**src/rtl/signex_pipe_if.sv**
```systemverilog
// Handshake bundle for signex_pipe: a request channel (in_*) carrying an
// immediate plus extension mode and shift amount, and a result channel
// (out_*) carrying the extended, shifted value. Both use valid/ready.
// master: the environment that issues requests and consumes results.
// slave : the signex_pipe block.
interface signex_pipe_if #(
    parameter int IN_W  = 13,
    parameter int OUT_W = 32
) ();
    logic             in_valid;
    logic             in_ready;
    logic [IN_W-1:0]  in_data;
    logic             in_zext;
    logic [1:0]       in_shamt;
    logic             out_valid;
    logic             out_ready;
    logic [OUT_W-1:0] out_data;

    modport master (
        output in_valid, in_data, in_zext, in_shamt, out_ready,
        input  in_ready, out_valid, out_data
    );

    modport slave (
        input  in_valid, in_data, in_zext, in_shamt, out_ready,
        output in_ready, out_valid, out_data
    );
endinterface

```
**src/rtl/signex_pipe.sv**
```systemverilog
// signex_pipe: one-stage pipelined immediate extender.
// result = (in_zext ? zero-extend : sign-extend)(in_data to OUT_W) << in_shamt,
// truncated to OUT_W bits, registered into a valid/ready output stage.
// Reset is synchronous and active-low; in_ready is forced low while rst_n=0.
//
// Build option SIGNEX_PIPE_SKID_EN:
//   undefined - single output register, in_ready = !out_valid || out_ready
//               (combinational from out_ready).
//   defined   - adds one skid entry so in_ready comes from a register and
//               has no combinational path from out_ready.
// Both builds deliver the same result sequence for the same accepted input.
module signex_pipe #(
    parameter int IN_W  = 13,
    parameter int OUT_W = 32
) (
    input logic         clk,
    input logic         rst_n,
    signex_pipe_if.slave bus
);

    // ------------------------------------------------------------------
    // Datapath: extension followed by the left shift
    // ------------------------------------------------------------------
    logic [OUT_W-1:0] ext_val;
    logic [OUT_W-1:0] new_result;

    generate
        if (OUT_W > IN_W) begin : g_ext
            logic fill_bit;
            // Upper bits replicate the sign bit only in sign mode.
            assign fill_bit = ~bus.in_zext & bus.in_data[IN_W-1];
            assign ext_val  = {{(OUT_W - IN_W){fill_bit}}, bus.in_data};
        end else begin : g_noext
            // Equal widths: nothing to extend, mode has no effect.
            assign ext_val = bus.in_data;
        end
    endgenerate

    // Bits shifted past OUT_W-1 fall off; vacated low bits fill with 0.
    assign new_result = ext_val << bus.in_shamt;

    // ------------------------------------------------------------------
    // Output stage (and optional skid entry)
    // ------------------------------------------------------------------
    logic             out_valid_q, out_valid_d;
    logic [OUT_W-1:0] out_data_q,  out_data_d;
    logic             accept;
    logic             drain;

    assign drain = out_valid_q & bus.out_ready;

`ifdef SIGNEX_PIPE_SKID_EN

    logic             skid_valid_q, skid_valid_d;
    logic [OUT_W-1:0] skid_data_q,  skid_data_d;
    logic             load_out;

    // in_ready depends only on the skid register (and reset), never on
    // out_ready, which breaks the ready path between producer and consumer.
    assign bus.in_ready = rst_n & ~skid_valid_q;
    assign accept       = bus.in_valid & bus.in_ready;
    // The output register can take a new value when empty or draining.
    assign load_out     = ~out_valid_q | bus.out_ready;

    // Next-state: skid entry has priority into the output to keep order.
    always_comb begin
        // NOTE: every signal written here gets a default first, so no path
        // leaves it unassigned and no latch is inferred.
        out_valid_d  = out_valid_q;
        out_data_d   = out_data_q;
        skid_valid_d = skid_valid_q;
        skid_data_d  = skid_data_q;
        if (load_out) begin
            if (skid_valid_q) begin
                // in_ready is low while the skid is full, so no accept here.
                out_valid_d  = 1'b1;
                out_data_d   = skid_data_q;
                skid_valid_d = 1'b0;
            end else if (accept) begin
                out_valid_d = 1'b1;
                out_data_d  = new_result;
            end else begin
                out_valid_d = 1'b0;
            end
        end else if (accept) begin
            // Output is stalled: park the new result in the skid entry.
            skid_valid_d = 1'b1;
            skid_data_d  = new_result;
        end
    end

    // State registers with synchronous clear of both entries.
    always_ff @(posedge clk) begin
        // NOTE: sequential state uses non-blocking assignments so every
        // register samples the pre-edge values of its inputs.
        if (!rst_n) begin
            out_valid_q  <= 1'b0;
            // NOTE: the data registers are cleared too: out_data is visible
            // and must read 0 after reset, and a stale skid value must not
            // survive into a later transfer.
            out_data_q   <= '0;
            skid_valid_q <= 1'b0;
            skid_data_q  <= '0;
        end else begin
            out_valid_q  <= out_valid_d;
            out_data_q   <= out_data_d;
            skid_valid_q <= skid_valid_d;
            skid_data_q  <= skid_data_d;
        end
    end

`else

    // Accept whenever the output register is empty or drains this cycle.
    assign bus.in_ready = rst_n & (~out_valid_q | bus.out_ready);
    assign accept       = bus.in_valid & bus.in_ready;

    // Next-state: load on accept, otherwise empty out on drain.
    always_comb begin
        // NOTE: every signal written here gets a default first, so no path
        // leaves it unassigned and no latch is inferred.
        out_valid_d = out_valid_q;
        out_data_d  = out_data_q;
        if (accept) begin
            out_valid_d = 1'b1;
            out_data_d  = new_result;
        end else if (drain) begin
            out_valid_d = 1'b0;
        end
    end

    // Output register with synchronous clear.
    always_ff @(posedge clk) begin
        // NOTE: sequential state uses non-blocking assignments so every
        // register samples the pre-edge values of its inputs.
        if (!rst_n) begin
            out_valid_q <= 1'b0;
            // NOTE: out_data is visible and must read 0 after reset, so the
            // data register is cleared along with the valid flag.
            out_data_q  <= '0;
        end else begin
            out_valid_q <= out_valid_d;
            out_data_q  <= out_data_d;
        end
    end

`endif

    assign bus.out_valid = out_valid_q;
    assign bus.out_data  = out_data_q;

endmodule

```
**src/flat_wrapper.sv**
```systemverilog
// flat-port wrapper written by rule: the top's interface ports become plain ports
module signex_pipe_flat 
#(
    parameter int IN_W  = 13,
    parameter int OUT_W = 32
)
  (clk, rst_n, bus_in_valid, bus_in_data, bus_in_zext, bus_in_shamt, bus_out_ready, bus_in_ready, bus_out_valid, bus_out_data);
  signex_pipe_if #(.IN_W(IN_W), .OUT_W(OUT_W)) bus_i ();
  input logic clk;
  input logic rst_n;
  input wire logic [$bits(bus_i.in_valid)-1:0] bus_in_valid;
  input wire logic [$bits(bus_i.in_data)-1:0] bus_in_data;
  input wire logic [$bits(bus_i.in_zext)-1:0] bus_in_zext;
  input wire logic [$bits(bus_i.in_shamt)-1:0] bus_in_shamt;
  input wire logic [$bits(bus_i.out_ready)-1:0] bus_out_ready;
  output wire logic [$bits(bus_i.in_ready)-1:0] bus_in_ready;
  output wire logic [$bits(bus_i.out_valid)-1:0] bus_out_valid;
  output wire logic [$bits(bus_i.out_data)-1:0] bus_out_data;
  assign bus_i.in_valid = bus_in_valid;
  assign bus_i.in_data = bus_in_data;
  assign bus_i.in_zext = bus_in_zext;
  assign bus_i.in_shamt = bus_in_shamt;
  assign bus_i.out_ready = bus_out_ready;
  assign bus_in_ready = bus_i.in_ready;
  assign bus_out_valid = bus_i.out_valid;
  assign bus_out_data = bus_i.out_data;
  signex_pipe #(.IN_W(IN_W), .OUT_W(OUT_W)) u_core (.clk(clk), .rst_n(rst_n), .bus(bus_i));
endmodule
```
**config.mk**
```make
export PLATFORM = sky130hd
export DESIGN_NAME = signex_pipe_flat
export DESIGN_NICKNAME = d
export VERILOG_FILES = /design/src/rtl/signex_pipe_if.sv /design/src/rtl/signex_pipe.sv /design/src/flat_wrapper.sv
export SDC_FILE = /design/constraint.sdc
export NUM_CORES = 1
export LEC_CHECK = 0
export BUFFER_PORTS_ARGS = -buffer_cell sky130_fd_sc_hd__clkbuf_2
export CORE_AREA = 2 2 47 60
export DETAILED_ROUTE_END_ITERATION = 8
export DIE_AREA = 0 0 49 62
export PLACE_DENSITY = 0.86
export SYNTH_ARGS = -nofsm -noshare
export SYNTH_HDL_FRONTEND = slang
export SYNTH_SLANG_ARGS = --single-unit
```
**constraint.sdc**
```tcl
create_clock -name clk -period 1.6 [get_ports clk]
set_clock_uncertainty 0.05 [all_clocks]
set_input_delay 0.08 -clock clk [delete_from_list [all_inputs] [get_ports clk]]
set_output_delay 0.08 -clock clk [all_outputs]
set_load 0.05 [all_outputs]
```
==> flow_summary.yaml, run 1 <==
yosys:
  synthTopCellsByCount: "dfxtp_1 (18), mux2i_1 (18), buf_4 (15)"
  yosysTopAreaCellShare: 0.334
  ys_seq_elements: 18
  async_reset_ff_frac: 0
  synth_ff_type: "dfxtp_1"
  yosysUniqueCellTypes: 29
  netlist_area_um2: 1080
  syn_inst: 129
  synth_edf_count: 0
  avgSynthCellArea_um2: 8.36
  netlist_top_cells_area: "dfxtp_1 (33%), mux2i_1 (17%), buf_4 (10%), nand3_1 (6.0%), o21ai_0 (5.6%)"
  synth_seq_area_share: 0.334
  yosys_warnings: 0
  syn_nets: 149
  synth_top_cell_by_area: "dfxtp_1"
setup_path:
  criticalPathCategory: "reg -> out"
  cp.required_ns: 1.47
  slowest_delay_ns: 0.59
  arrival_ns: 1.25
  regToRegEndpoint: "u_core.bus.out_data[0]"
  critPathCaptureType: "primary output"
  startpoint: "u_core.bus.out_data[30]"
  critPathSlowestCell: "dfxtp_1"
  crit_path_cell_trace: "clkbuf_2"
  r2r_start: "u_core.bus.out_valid"
  ff2ff_path_depth: 4
  cp_top_family: "flip-flops"
  critPathLaunchType: "flip-flop"
  regToRegSetupSlack_ns: 0.34
  cp_num_buf_inv: 1
  path_max_fanout: 17
layout:
  n_antenna_cell: 0
  area_growth_pct: 20.8
  fin_area_um2: 1300
  nets: 188
  fill_cells: 254
  final_layout_size_suffix_gt1_frac: 0.383
placed_design:
  numPortBuffers: 53
  dp_hpwl_um: 1740
  place_congestion: 0.753
  placed_cell_area_um2: 1260
routing:
  drt_wl_total_um: 2260
  via_per_inst: 4.86
  drc: 0
  drtPass1Iterations: 4
  via_count: 977
  drtIter0Drc: 15
  ant_nets: 0
  wire_per_inst_um: 11.3
pwr:
  power_leakage_uw: 0.000679
  combPwrFrac: 0.322
  power.density_nw_per_um2: 887
  p_seq_frac: 0.432
  p_int_uw: 726
  power.switching_uw: 429
  power_frac_clock: 0.246
  peakVddDrop_uv: 520
  switching_share: 0.372
die:
  fp.dieW_um: 49
  pin_count: 54
  die-area_um2: 3040
  initial_core_util: 0.423
  die_h_um: 62
  coreArea_um2: 2550
  num_rows: 21
timing:
  setup_viol: 0
  whs_ns: 0.0364
  worst_pin_slew_ns: 0.451
  rsz0062_at_grt: "false"
  fin_crit_sh: 0.862
  relSlewSlack: 0.699
  min_period_ns: 1.38
  final_hold_viol_count: 0
  finalMaxSlewViolations: 0
  tns_ns: 0
  max_freq_mhz: 725
global_route:
  antenna_found_initial: 0
  gr-usage-all-layers: 0.165
  grt_max_degree: 21
  grt_pass1_vias: 908
  grt_remaining_overflow: 0
  grt_pass1_wl_um: 3900
clocking:
  post_cts.repair.setup_buffers: 0
  cts_buffers: 3
  cts_tree: "yes"
  clk_pin_slew_ns: 0.11
  cts.path.max_buffers: 2
  cts_sinks: 18
  htree_levels: 1
  root_buffer: "clkbuf_4"
  cts.repair.resized: 0
  cts_hold_buf: 1
  clk_latency_ns: 0.30
worst_hold_path:
  hp-start: "bus_out_ready"
  min-delay-path-class: "in -> reg"
  hold_depth: 3
  holdPathEnd: "u_core.bus.out_valid"
run:
  cap_violations: 0
outcome:
  status: "complete, no violations"
## worst min-delay path, stage by stage
cell and delay [ns]:
clkbuf_2 0.07, nand2b_2 0.12, a21boi_0 0.07
## area by class of cell
class,instances,area [um2],area share
inverter,9,33.8,0.0259
tap,34,42.5,0.0327
multi-input combinational,78,524,0.402
sequential,18,360,0.277
clock buffer,4,36.3,0.0279
timing repair buffer,58,305,0.234
## sequential cells by signal, summed over array words and instances, names as in the netlist
signal	count
u_core.bus.out_valid	1
u_core.bus.out_data	17
## how the worst max path moves through the flow
stage,to,slack [ns],cells after the start
floorplan,u_core.bus.out_data[15],0.1,4
global placement,u_core.bus.out_data[5],0.38,4
detailed placement,u_core.bus.out_data[5],0.35,4
CTS,bus_out_data[19],0.19,1
global route,bus_out_data[24],0.09,1
finish,bus_out_data[19],0.22,1
## cells in the final DEF (no fill, tap or decap), types with 2 or more instances in the layout
cell / n
nand2_1: 8
a21boi_0: 4
a21oi_1: 2
buf_4: 4
clkbuf_4: 3
nand3_1: 13
and2_1: 2
mux2i_1: 18
dfxtp_1: 18
a31oi_1: 2
clkbuf_2: 53
o21ai_0: 12
nor2_1: 2
o31ai_1: 2
inv_1: 9
## power by group through the flow
stage                     sequential, uW  combinational (uW)  clock, uW
final                                499                 372        284
after CTS                            500                 373        290
after detailed placement             510                 370          0
after floorplan                      623                 177          0
after global placement               509                 366          0
after global routing                 505                 399        314
## metal layers
layer,routed length [um],global-route usage,share of wire,vias up
li1,-,-,-,504
met4,36,0.0735,0.016,0
met2,1010,0.297,0.44,52
met1,1020,0.196,0.45,416
met3,194,0.0311,0.086,5
met5,0,0,0,-
## cells by family (layout without fill, tap and decap cells)
kind of cell           after synthesis  count (layout)  synth area share
and+or+nand+nor                     34              34             0.171
buffers and inverters               33              71             0.180
AOI/OAI and AO/OA                   25              25             0.138
muxes                               19              19             0.177
DFF                                 18              18             0.334
## through the flow
step,total power [uW],worst slack [ns],utilization,cells
final,1160,0.221,0.511,201
after CTS,1160,0.192,0.511,201
after floorplan,800,0.0973,-,129
after global routing,1220,0.0939,0.511,201
after detailed placement,880,0.352,0.493,196
after global placement,875,0.382,0.493,196
No activity file was read; power rests on OpenSTA's default activity.
==> inputs of run 2 (changes only) <==
PLACE_DENSITY = 0.77   (was 0.86)
==> run 2 against run 1 <==
Net effect: clock power shrank 3%; flip-flop and latch count is the same; register-to-register slack lost 0.02 ns; global-route usage shrank 1.4 points; final area is the same; critical path type unchanged; first-iteration DRC count shrank 27%; hold slack gained 0.0042 ns; sequential share of layout area is the same; total power shrank 0.64%; largest power group unchanged; count of clock-buffer cells in the layout is the same.
==> flow_summary.yaml, run 2 (synthesis results as in run 1) <==
setup_path:
  regToRegSetupSlack_ns: 0.32
  regToRegEndpoint: "u_core.bus.out_data[0]"
  slowest_delay_ns: 0.60
  criticalPathCategory: "reg -> out"
  critPathCaptureType: "primary output"
  path_max_fanout: 17
  r2r_start: "u_core.bus.out_valid"
  crit_path_cell_trace: "clkbuf_2"
  ff2ff_path_depth: 4
  cp.required_ns: 1.47
  startpoint: "u_core.bus.out_data[30]"
  arrival_ns: 1.25
  cp_top_family: "flip-flops"
  cp_num_buf_inv: 1
  critPathLaunchType: "flip-flop"
  critPathSlowestCell: "dfxtp_1"
timing:
  worst_pin_slew_ns: 0.464
  setup_viol: 0
  rsz0062_at_grt: "false"
  relSlewSlack: 0.691
  final_hold_viol_count: 0
  min_period_ns: 1.38
  fin_ws_ns: 0.223
  finalMaxSlewViolations: 0
  max_freq_mhz: 726
  fin_crit_sh: 0.860
  whs_ns: 0.0407
  tns_ns: 0
layout:
  seq_area_um2: 360
  n_antenna_cell: 0
  layout_common_cells: "clkbuf_2 (53), mux2i_1 (18), dfxtp_1 (18)"
  fill_cells: 248
  area_growth_pct: 20.8
  final_layout_size_suffix_gt1_frac: 0.383
  mostFrequentLayoutCell: "clkbuf_2"
  largest_reg_flops: 17
  multi_input_area_um2: 524
  nets: 188
pwr:
  power.switching_uw: 422
  switching_share: 0.368
  p_int_uw: 726
  power.density_nw_per_um2: 881
  peakVddDrop_uv: 536
  power_leakage_uw: 0.000679
  p_seq_frac: 0.435
  power_frac_clock: 0.240
  combPwrFrac: 0.325
global_route:
  grt_pass1_vias: 905
  grt_pass1_wl_um: 3710
  gr-usage-all-layers: 0.151
  grt_remaining_overflow: 0
  antenna_found_initial: 0
  grt_max_degree: 21
run:
  cap_violations: 0
clocking:
  cts.repair.resized: 0
  cts_buffers: 3
  root_buffer: "clkbuf_4"
  cts.path.max_buffers: 2
  clk_pin_slew_ns: 0.10
  cts_sinks: 18
  cts_tree: "yes"
  htree_levels: 1
  clk_latency_ns: 0.29
placed_design:
  place_ws_ns: 0.322
  dp_hpwl_um: 1820
  numPortBuffers: 53
  place_congestion: 0.739
worst_hold_path:
  hold_depth: 3
  holdPathEnd: "u_core.bus.out_valid"
  hp-start: "bus_out_ready"
  min-delay-path-class: "in -> reg"
routing:
  drc: 0
  drt_wl_total_um: 2250
  drtIter0Drc: 11
  via_per_inst: 5.05
  ant_nets: 0
  drtPass1Iterations: 4
  wire_per_inst_um: 11.2
  via_count: 1016
die:
  coreArea_um2: 2550
  die_h_um: 62
  num_rows: 21
  initial_core_util: 0.423
  die-area_um2: 3040
  pin_count: 54
  fp.dieW_um: 49
outcome:
  status: "complete, no violations"
## run 2: cell counts in the layout (fill, tap and decap cells not counted)
No cell type changed its count.
## run 2: power groups by stage
stage	logic [uW]	registers, uW	clock network [uW]
detailed placement	373	510	0
finish	373	499	276
floorplan	177	623	0
CTS	375	499	288
global placement	365	509	0
global route	398	504	305
## run 2: final cells by class
| cell class | count | share of cell area |
|---|---|---|
| Clock buffer | 4 | 0.0279 |
| Multi-Input combinational cell | 78 | 0.402 |
| Inverter | 9 | 0.0259 |
| Tap cell | 34 | 0.0327 |
| Sequential cell | 18 | 0.277 |
| Timing Repair Buffer | 58 | 0.234 |
## run 2: worst max path at each step
stage | endpoint | slack (ns) | depth (start not counted)
after floorplan | u_core.bus.out_data[15] | 0.1 | 4
after global placement | u_core.bus.out_data[5] | 0.39 | 4
after detailed placement | u_core.bus.out_data[5] | 0.32 | 4
after CTS | bus_out_data[25] | 0.19 | 1
after global routing | bus_out_data[26] | 0.12 | 1
final | bus_out_data[30] | 0.22 | 1
## run 2: metrics by stage
stage | instances | utilization | instance area [um2] | power [uW]
floorplan | 129 | - | 1080 | 800
global placement | 196 | 0.493 | 1260 | 874
detailed placement | 196 | 0.493 | 1260 | 882
CTS | 201 | 0.511 | 1300 | 1160
global route | 201 | 0.511 | 1300 | 1210
finish | 201 | 0.511 | 1300 | 1150
## run 2: repair_timing
item | in CTS | in global routing
endpoints found under the setup margin | 0 | 0
setup buffers | 0 | 0
hold buffers | 1 | 0
endpoints found under the hold margin | 1 | 0
## run 2: metal layers
layer	share of wire	global-route usage	vias to the layer above
li1	-	-	511
met1	0.45	0.170	448
met2	0.47	0.295	51
met3	0.073	0.0191	6
met4	0.015	0.0612	0
met5	0	0	-
==> inputs of run 3 (changes only) <==
CORE_AREA = 2 2 50 64   (was 2 2 47 60)
DIE_AREA = 0 0 52 66   (was 0 0 49 62)
PLACE_DENSITY = 0.74   (was 0.77)
==> run 3 against run 2 <==
Net effect: sequential power barely moved; final area fell by 0.86%; clock power fell by 19%; routed wire length rose by 0.49%; sequential share of layout area rose by 0.24 points; count of clock-buffer cells in the layout fell by 1; register-to-register slack got worse by 0.03 ns; via count fell by 3.7%.
==> flow_summary.yaml, run 3 (synthesis results as in run 1) <==
placed_design:
  numPortBuffers: 53
  place_ws_ns: 0.310
  place_congestion: 0.866
  place_inst: 198
  dp_hpwl_um: 1790
timing:
  tns_ns: 0
  relSlewSlack: 0.694
  fin_ws_ns: 0.225
  final_hold_viol_count: 0
  min_period_ns: 1.37
  rsz0062_at_grt: "false"
  fin_crit_sh: 0.859
  finalMaxSlewViolations: 0
  worst_pin_slew_ns: 0.460
  setup_viol: 0
  whs_ns: 0.0520
  max_freq_mhz: 727
clocking:
  cts_sinks: 18
  cts_tree: "yes"
  cts.path.max_buffers: 2
  cts_buffers: 3
  htree_levels: 1
  clk_pin_slew_ns: 0.10
  post_cts.repair.setup_buffers: 0
  root_buffer: "clkbuf_4"
  clk_latency_ns: 0.29
setup_path:
  cp_num_buf_inv: 1
  ff2ff_path_depth: 4
  slowest_delay_ns: 0.59
  crit_path_cell_trace: "clkbuf_2"
  criticalPathCategory: "reg -> out"
  r2r_start: "u_core.bus.out_valid"
  arrival_ns: 1.24
  critPathSlowestCell: "dfxtp_1"
  path_max_fanout: 17
  cp_top_family: "flip-flops"
  regToRegEndpoint: "u_core.bus.out_data[0]"
  critPathLaunchType: "flip-flop"
  critPathCaptureType: "primary output"
  cp.required_ns: 1.47
  worst-path-stages: 1
  regToRegSetupSlack_ns: 0.29
pwr:
  power.switching_uw: 420
  total_power_uw: 1090
  p_int_uw: 674
  switching_share: 0.383
  power_leakage_uw: 0.000672
  power_frac_clock: 0.204
  p_seq_frac: 0.456
  power.density_nw_per_um2: 847
  peakVddDrop_uv: 461
  combPwrFrac: 0.339
routing:
  ant_nets: 0
  drtIter0Drc: 11
  drc: 0
  drt_wl_total_um: 2260
  wire_per_inst_um: 11.2
  drtPass1Iterations: 4
  via_per_inst: 4.84
  via_count: 978
die:
  die-area_um2: 3430
  fp.dieW_um: 52
  initial_core_util: 0.380
  coreArea_um2: 2840
  die_h_um: 66
  pin_count: 54
  num_rows: 22
layout:
  area_growth_pct: 19.7
  largest_reg_flops: 17
  mostFrequentLayoutCell: "clkbuf_2"
  layout_common_cells: "clkbuf_2 (53), mux2i_1 (18), dfxtp_1 (18)"
  fin_cells: 202
  n_antenna_cell: 0
  final_layout_size_suffix_gt1_frac: 0.380
  nets: 188
global_route:
  grt_remaining_overflow: 0
  gr-usage-all-layers: 0.138
  grt_max_degree: 21
  grt_pass1_vias: 863
  antenna_found_initial: 0
  grt_pass1_wl_um: 3640
worst_hold_path:
  hp-start: "bus_in_zext"
  min-delay-path-class: "in -> reg"
  holdPathEnd: "u_core.bus.out_data[30]"
  hold_depth: 3
run:
  cap_violations: 0
outcome:
  status: "complete, no violations"
==> run 3: how the worst max path moves through the flow <==
stage               slack, ns                 endpoint               startpoint
floorplan                 0.1  u_core.bus.out_data[15]     u_core.bus.out_valid
global placement         0.34   u_core.bus.out_data[0]     u_core.bus.out_valid
detailed placement       0.31   u_core.bus.out_data[0]     u_core.bus.out_valid
CTS                      0.20         bus_out_data[20]  u_core.bus.out_data[30]
global route             0.13         bus_out_data[17]  u_core.bus.out_data[30]
finish                   0.23         bus_out_data[20]  u_core.bus.out_data[30]
==> run 3: cell type report <==
cell class,count,area (um2)
Fill cell,294,1540
Multi-Input combinational cell,78,524
Sequential cell,18,360
Timing Repair Buffer,58,305
Tap cell,36,45.0
Inverter,9,33.8
Clock buffer,3,22.5
==> run 3: power groups by stage <==
| stage | sequential (uW) | clock (uW) | combinational (uW) |
|---|---|---|---|
| floorplan | 623 | 0 | 177 |
| global placement | 509 | 0 | 368 |
| detailed placement | 510 | 0 | 371 |
| CTS | 500 | 234 | 374 |
| global route | 504 | 248 | 400 |
| finish | 499 | 223 | 371 |
==> run 3: repair_timing <==
item | in CTS | in global routing
endpoints found under the hold margin | 1 | 0
gates resized for setup | 0 | 0
hold buffers | 1 | 0
==> run 3: per-stage QoR <==
| stage | util | instance area, um2 |
|---|---|---|
| detailed placement | 0.444 | 1260 |
| global placement | 0.444 | 1260 |
| global route | 0.455 | 1290 |
| finish | 0.455 | 1290 |
| floorplan | - | 1080 |
| CTS | 0.455 | 1290 |
==> run 3: worst min-delay path: cells and delay by family <==
kind / cells / cell delay [ns]
simple gates: 1 / 0.10
buf+inv: 1 / 0.10
compound gates: 1 / 0.06
==> run 3: routing by layer <==
metal	GRT usage	up-vias	wire length, um
li1	-	505	-
met1	0.157	426	1010
met2	0.244	43	1020
met3	0.0294	4	203
met4	0.0592	0	27
met5	0	-	0
